$ cat src/rtl/pc_sequencer.sv
// Program-counter sequencer: owns the PC and picks the next fetch address from
// sequential, branch, JAL, JALR and trap-vector sources, with a post-reset hold.
module pc_sequencer #(
  parameter int              XLEN         = 32,
  parameter int              IMM_W        = 64,
  parameter logic [XLEN-1:0] RESET_VECTOR = '0,
  parameter logic [XLEN-1:0] TRAP_VECTOR  = 'h100,
  parameter int              IMM_SHIFT    = 1,
  parameter int              HOLD_CYCLES  = 2,
  parameter int              CNT_W        = 16
) (
  input  logic             clk,
  input  logic             reset,
  input  logic             stall,
  input  logic [1:0]       pc_sel,
  input  logic [2:0]       br_type,
  input  logic             alu_zero,
  input  logic             alu_lt,
  input  logic             alu_ltu,
  input  logic [IMM_W-1:0] imm,
  input  logic [XLEN-1:0]  rs1_val,
  input  logic             trap_ack,
  output logic [XLEN-1:0]  pc_out,
  output logic [XLEN-1:0]  pc_plus4,
  output logic             fetch_valid,
  output logic             taken,
  output logic             misalign,
  output logic [XLEN-1:0]  epc_out,
  output logic [CNT_W-1:0] taken_cnt
);

  localparam int HOLD_W = $clog2(HOLD_CYCLES + 1);

  typedef enum logic [1:0] {
    HOLD = 2'd0,
    RUN  = 2'd1,
    TRAP = 2'd2
  } state_t;

  localparam logic [1:0] SEL_SEQ    = 2'b00;
  localparam logic [1:0] SEL_BRANCH = 2'b01;
  localparam logic [1:0] SEL_JAL    = 2'b10;

  state_t            state_q, state_d;
  logic [HOLD_W-1:0] hold_q, hold_d;
  logic [XLEN-1:0]   pc_d, epc_d;
  logic [CNT_W-1:0]  cnt_d;
  logic              taken_d, misalign_d;

  logic [XLEN-1:0]   imm_lo;
  logic [XLEN-1:0]   rel_target;
  logic [XLEN-1:0]   jalr_target;
  logic [XLEN-1:0]   target;
  logic              branch_cond;
  logic              redirect;

  assign imm_lo = imm[XLEN-1:0];

  generate
    if (IMM_W > XLEN) begin : g_imm_hi
      logic unused_imm_hi;
      assign unused_imm_hi = ^imm[IMM_W-1:XLEN];
    end
  endgenerate

  assign rel_target  = pc_out + (imm_lo << IMM_SHIFT);
  assign jalr_target = (rs1_val + imm_lo) & ~XLEN'(1);
  assign pc_plus4    = pc_out + XLEN'(4);
  assign fetch_valid = (state_q == RUN);

  // Encodings 010/011 are not branch compares and must never redirect.
  always_comb begin
    branch_cond = 1'b0;
    unique case (br_type)
      3'b000:  branch_cond = alu_zero;
      3'b001:  branch_cond = ~alu_zero;
      3'b100:  branch_cond = alu_lt;
      3'b101:  branch_cond = ~alu_lt;
      3'b110:  branch_cond = alu_ltu;
      3'b111:  branch_cond = ~alu_ltu;
      default: branch_cond = 1'b0;
    endcase
  end

  always_comb begin
    target   = rel_target;
    redirect = 1'b0;
    unique case (pc_sel)
      SEL_SEQ:    redirect = 1'b0;
      SEL_BRANCH: redirect = branch_cond;
      SEL_JAL:    redirect = 1'b1;
      default: begin
        target   = jalr_target;
        redirect = 1'b1;
      end
    endcase
  end

  always_comb begin
    state_d    = state_q;
    hold_d     = hold_q;
    pc_d       = pc_out;
    epc_d      = epc_out;
    cnt_d      = taken_cnt;
    taken_d    = 1'b0;
    misalign_d = 1'b0;
    unique case (state_q)
      HOLD: begin
        if (hold_q == HOLD_W'(HOLD_CYCLES - 1)) begin
          state_d = RUN;
          hold_d  = '0;
        end else begin
          hold_d = hold_q + HOLD_W'(1);
        end
      end
      RUN: begin
        if (!stall) begin
          if (redirect && (target[1:0] != 2'b00)) begin
            // Faulting redirect: record the offending PC and divert to the trap vector.
            pc_d       = TRAP_VECTOR;
            epc_d      = pc_out;
            misalign_d = 1'b1;
            state_d    = TRAP;
          end else if (redirect) begin
            pc_d    = target;
            taken_d = 1'b1;
            if (taken_cnt != '1) begin
              cnt_d = taken_cnt + CNT_W'(1);
            end
          end else begin
            pc_d = pc_plus4;
          end
        end
      end
      TRAP: begin
        if (trap_ack) begin
          state_d = RUN;
        end
      end
      default: state_d = HOLD;
    endcase
  end

  always_ff @(posedge clk or posedge reset) begin
    if (reset) begin
      state_q   <= HOLD;
      hold_q    <= '0;
      pc_out    <= RESET_VECTOR;
      epc_out   <= '0;
      taken_cnt <= '0;
      taken     <= 1'b0;
      misalign  <= 1'b0;
    end else begin
      state_q   <= state_d;
      hold_q    <= hold_d;
      pc_out    <= pc_d;
      epc_out   <= epc_d;
      taken_cnt <= cnt_d;
      taken     <= taken_d;
      misalign  <= misalign_d;
    end
  end

endmodule

$ cat config.mk
export PLATFORM = sky130hd
export DESIGN_NAME = pc_sequencer
export DESIGN_NICKNAME = d
export VERILOG_FILES = /design/src/rtl/pc_sequencer.sv
export SDC_FILE = /design/constraint.sdc
export NUM_CORES = 1
export LEC_CHECK = 0
export CAP_MARGIN = 20
export CELL_PAD_IN_SITES_DETAIL_PLACEMENT = 1
export CELL_PAD_IN_SITES_GLOBAL_PLACEMENT = 1
export CORE_AREA = 3 3 118 148
export CTS_CLUSTER_DIAMETER = 150
export CTS_CLUSTER_SIZE = 20
export DETAILED_ROUTE_END_ITERATION = 10
export DIE_AREA = 0 0 121 151
export DONT_BUFFER_PORTS = 1
export PLACE_DENSITY = 0.9
export SYNTH_ARGS = -nofsm -noshare
export SYNTH_HDL_FRONTEND = slang
export SYNTH_SLANG_ARGS = --single-unit
$ cat constraint.sdc
create_clock -name clk -period 3.8 [get_ports clk]
set_input_delay 0.57 -clock clk [delete_from_list [all_inputs] [get_ports clk]]
set_output_delay 0.57 -clock clk [all_outputs]
set_load 0.05 [all_outputs]
**After elaboration in Yosys (flattened, before gate mapping)**

Cells that the tools add are included.
W data, S select, Z words.

- Flip-flop bits (word level): 86
- Input port bits: 108
- Word-level logic and storage cells: 60

- Add/subtract/negate cells: 5
- Equality and inequality tests: 15
- Multiplexer cells: 18
- Bitwise logic cells: 5
- Reductions and logical operators: 10

Operator list:

| operator | count |
|---|---|
| $mux W32 | 3 |
| $add A32 B32 Y32 | 2 |
| $add A32 B3 Y32 const B | 1 |
| $add A16 B1 Y16 const B | 1 |
| $ne A16 B16 Y1 const B | 1 |
| $eq A3 B3 Y1 const B | 4 |
| $mux W2 | 5 |
| $mux W1 | 7 |
| $eq A2 B1 Y1 const B | 3 |
| $ne A2 B2 Y1 const B | 3 |
| $pmux W1 S6 | 1 |
| $pmux W2 S3 | 1 |
| $not A1 Y1 | 5 |
| $reduce_and A5 Y1 | 1 |
| $eq A2 B2 Y1 const B | 2 |
| $logic_not A2 Y1 | 2 |
| $reduce_and A4 Y1 | 1 |
| $eq A3 B1 Y1 const B | 1 |
| $logic_not A3 Y1 | 1 |
| $reduce_and A3 Y1 | 1 |
| $reduce_or A3 Y1 | 1 |
| $add A2 B1 Y2 const B | 1 |
| $ne A2 B1 Y1 const B | 1 |
| $pmux W1 S2 | 1 |
| 3 further kinds | 3 |

**Logic depth before layout (Yosys ltp)**

- Depth after elaboration: 8
- Gate-level depth with buffers: 12
- Mapped depth without buffers: 11

**Worst setup path before layout**

Ideal clock, no wire load.

- Path kind: reg-to-output
- Start: register pc_out[2]
- End: output port pc_plus4[24]
- Data arrival time: 3.062 ns
- Required time: 3.230 ns
- Setup slack: 0.168 ns
- Cell stages (with the launch flop): 10
- Path buffers: 1
- Cells stage by stage: dfrtp_1 ha_1 and3_1 and3_1 buf_2 nand3_2 nor2_1 and3_1 and3_1 xor2_1

- Longest elaborated chain between the ends: 1

Ends and longest elaborated chain:

| what | line | RTL |
|---|---|---|
| start: declaration | 23 | `output logic [XLEN-1:0] pc_out,` |
| start signal: assignment | 156 | `pc_out <= pc_d;` |
| $add A32 B3 Y32 | 68 | `assign pc_plus4 = pc_out + XLEN'(4);` |
| end: declaration | 24 | `output logic [XLEN-1:0] pc_plus4,` |

Every way passes these cells.

**Worst setup path in the final report**

Ends and elaborated chain as after synthesis.

==> Implementation_results.wiki <==
{| class="wikitable"
! Metric !! Value
|-
| Flop2flop setup slack || 0.44 ns
|-
| First-pass iteration count of the detailed router || 5
|-
| Clock transition time at the flip-flop clock pins of the worst setup and hold paths || 0.06 ns
|-
| Outcome || completed
|-
| Crit path cell chain || ha_1 > and3_1 > and3_1 > nand3_2 > nor2_1 > and3_1 > and3_1 > xor2_1 > buf_4
|-
| Vias per inst || between 6 and 7
|-
| Net count after synthesis || around 1,100
|-
| Number of filler instances in the final layout || 1,903
|-
| Critical path class || flip-flop to output port
|-
| Final count of hold timing violations || 0
|-
| Reg2Reg Capture Point || pc_out[31]
|-
| Largest net degree at the start of global routing || 50
|-
| Most frequent cell on the critical path || sky130_fd_sc_hd__and3_1
|-
| Max clock buf depth || 2
|-
| Post-placement setup slack || 0.302 ns
|-
| Data required time at the worst endpoint || 3.23 ns
|-
| Maximum operating frequency || between 0.2 and 0.3 GHz
|-
| Violation count after the first detailed-routing iteration || 420
|-
| I/O Pins || roughly 220
|-
| Number of DRC violations after detailed routing || 0
|-
| Vias in the first global route || between 8,000 and 9,000
|-
| Number of buffer and inverter instances along the worst setup path || 1
|-
| Peak per-stage delay on the critical path || between 0.4 and 0.5 ns
|-
| Largest fanout of any net on the critical path || 7
|-
| # rows || between 50 and 60
|-
| WL final || 27,700 um
|-
| Clock network latency to the later pin of the worst-skew pair || 0.34 ns
|-
| Starting Density || 47.6%
|-
| Predominant post-synthesis flop cell || sky130_fd_sc_hd__dfrtp_1
|-
| Post-route cell area || 8630 um2
|-
| Worst path top cell family by delay || simple AND/OR/NAND/NOR gates
|-
| R2R depth || 11
|-
| Cts bufs inserted || 9
|-
| Type of the tightest min-delay check || input port to asynchronous set/reset pin
|-
| Fraction of final layout cells sized beyond drive strength 1 || between 10% and 20%
|-
| Cell at the slowest stage of the critical path || sky130_fd_sc_hd__dfrtp_1
|-
| Post-synth top area cell || sky130_fd_sc_hd__dfrtp_1
|-
| Setup WS post-layout || 0.194 ns
|-
| Peak ir drop on the vdd network || 0.654 mV
|-
| Number of antenna cells inserted || 0
|-
| Count of H-tree levels built during CTS || 3
|-
| Transition time at the pin with the least slew margin || between 1 and 1.5 ns
|-
| Rel. slew slack || a little under a quarter
|-
| Vias after detailed routing || 7,487
|-
| Sort of element at the end of the critical path || output port
|-
| Count of nets after finishing || ~1,100
|-
| Clock tree sinks || 86
|-
| ANT nets after route || 0
|-
| GRT Overall Usage || between 20 and 30%
|-
| Die width || 121 um
|-
| EDFF count, synth || 0
|-
| Overflow after GRT || 0
|-
| RSZ-0062 raised after global routing || no
|-
| Core area || between 15,000 and 20,000 um2
|-
| Initial antenna violation count || 0
|-
| Pins Over Slew Limit || 0
|-
| Area contributors post-synth || sky130_fd_sc_hd__dfrtp_1, sky130_fd_sc_hd__ha_1, sky130_fd_sc_hd__xnor2_1
|-
| Gates resized, CTS repair || 0
|-
| TritonCTS clock tree || yes
|-
| Hold_buf cts || 0
|-
| Area growth from synthesis to final layout || 11.9%
|-
| End-of-flow core utilization || 53.3%
|-
| Time the worst path needs with I/O delays and setup || 3.61 ns
|-
| Post-CTS Setup Bufs || 0
|-
| Final setup TNS || 0 ns
|-
| MaxCap Viol Count || 0
|-
| Standard cell area after detailed placement || 8300 um2
|-
| Wire length of the first global-routing pass || between 40,000 and 50,000 um
|-
| Vert. Die Dim || ~150 um
|-
| Total power of the final layout || around 7.5 mW
|-
| Reg2Reg Launch Point || pc_out[1]
|-
| Share of the synthesized area in the top cell type || about 28%
|-
| HPWL after detailed placement || between 20,000 and 25,000 um
|-
| Fin crit share || approximately 95%
|-
| Mean area per synthesized cell || 8.48 um2
|-
| Share of synthesized registers carrying an async set or reset || 100%
|-
| Number of instances in the synthesized netlist || approximately 900
|-
| Die Footprint || 18,300 um2
|-
| Power density normalized to cell area || around 870 nW/um2
|-
| Most common cell in the netlist || sky130_fd_sc_hd__dfrtp_1
|-
| Library cells used by synthesis || between 70 and 80
|-
| Sequential standard cell area || ~2200 um2
|-
| Worst Setup Start Kind || flip-flop
|-
| Clock skew || approximately 0.0054 ns
|-
| Proportion of synthesized chip area in sequential cells || between 20% and 30%
|-
| Quantity of I/O buffers inserted on ports || 0
|-
| Arrival time reported for the critical path endpoint || 3.04 ns
|-
| Post-synth top cells || sky130_fd_sc_hd__dfrtp_1, sky130_fd_sc_hd__nand2_1, sky130_fd_sc_hd__a21oi_1
|-
| Wire per inst || approximately 24 um
|-
| Number of warning messages in the yosys log || 0
|-
| Summed instance area of the synthesized netlist || ~7700 um2
|-
| Count of state elements after synthesis || 86
|-
| Static power due to leakage || 3.88 nW
|-
| GP Congestion || just over 0.9
|-
| Area taken by multi-input logic gates || between 5000 and 6000 um2
|-
| Root buffer selected by CTS || sky130_fd_sc_hd__clkbuf_16
|-
| Number of setup violations in the final report || 0
|}
==> per-stage QoR <==
stage          cells  hold WS, ns
3_5_place_dp    1147        0.494
3_3_place_gp    1147        0.473
5_1_grt         1163        0.350
2_1_floorplan    909        0.458
4_1_cts         1163        0.314
6_report        1163        0.290
==> worst max path at each step <==
stage / start / endpoint / slack (ns) / cells after the start
after floorplan: pc_out[2] / pc_plus4[24] / 0.17 / 9
after global placement: imm[0] / pc_out[31] / 0.46 / 11
after detailed placement: imm[0] / pc_out[31] / 0.30 / 11
after CTS: pc_out[2] / pc_plus4[25] / 0.21 / 8
after global routing: pc_out[2] / pc_plus4[24] / 0.004 / 9
final: pc_out[2] / pc_plus4[24] / 0.19 / 9
==> report_power, final <==
group	internal, mW	total, mW	switching (mW)
registers	1.22	2.31	1.09
clock network	0.595	0.967	0.371
logic	1.45	4.25	2.81
total	3.26	7.53	4.27
==> cell type report <==
cell class                 count  area share [%]
clock buffer                  11            2.81
inverter                      20           0.885
sequential                    86            24.9
tap                          216            3.13
multi-input combinational    761            61.6
clock inverter                 5           0.943
timing repair buffer          64            5.71
==> cell families (layout without fill, tap and decap cells) <==
family          count (synthesis)  count (layout)  synth area share [%]
simple gates                  280             280                  18.0
compound gates                278             278                  23.2
xor+xnor                       98              98                  11.1
flops                          86              86                  27.9
fa+ha+maj                      64              64                  10.6
buf+inv                        62             100                  3.30
mux                            41              41                  5.88
==> registers in the layout, indices dropped and copies added (netlist names) <==
register,cells
taken,1
taken_cnt,16
state_q,2
misalign,1
hold_q,2
epc_out,32
pc_out,32
==> cell usage in the layout (no fill, tap or decap), types with 10 or more instances in the layout <==
| cell | instances |
|---|---|
| sky130_fd_sc_hd__dfrtp_1 | 86 |
| sky130_fd_sc_hd__nand2_1 | 83 |
| sky130_fd_sc_hd__a21oi_1 | 76 |
| sky130_fd_sc_hd__xnor2_1 | 65 |
| sky130_fd_sc_hd__buf_4 | 63 |
| sky130_fd_sc_hd__nor2_1 | 62 |
| sky130_fd_sc_hd__ha_1 | 62 |
| sky130_fd_sc_hd__o21ai_0 | 61 |
| sky130_fd_sc_hd__nand3_1 | 38 |
| sky130_fd_sc_hd__a21o_1 | 34 |
| sky130_fd_sc_hd__mux2_2 | 34 |
| sky130_fd_sc_hd__xor2_1 | 33 |
| sky130_fd_sc_hd__inv_1 | 19 |
| sky130_fd_sc_hd__nand4_1 | 19 |
| sky130_fd_sc_hd__nor3_1 | 13 |
| sky130_fd_sc_hd__o21a_1 | 13 |
| sky130_fd_sc_hd__a211oi_1 | 11 |
| sky130_fd_sc_hd__and3_1 | 10 |
| sky130_fd_sc_hd__o21bai_1 | 10 |
==> metal layers <==
metal	up-vias	global-route usage [%]	wire [um]
li1	3388	-	-
met1	3688	31.8	10000
met2	315	54.1	14200
met3	96	7.10	1900
met4	0	16.2	1590
met5	-	0	0
Power figures use the tool's default switching activity.
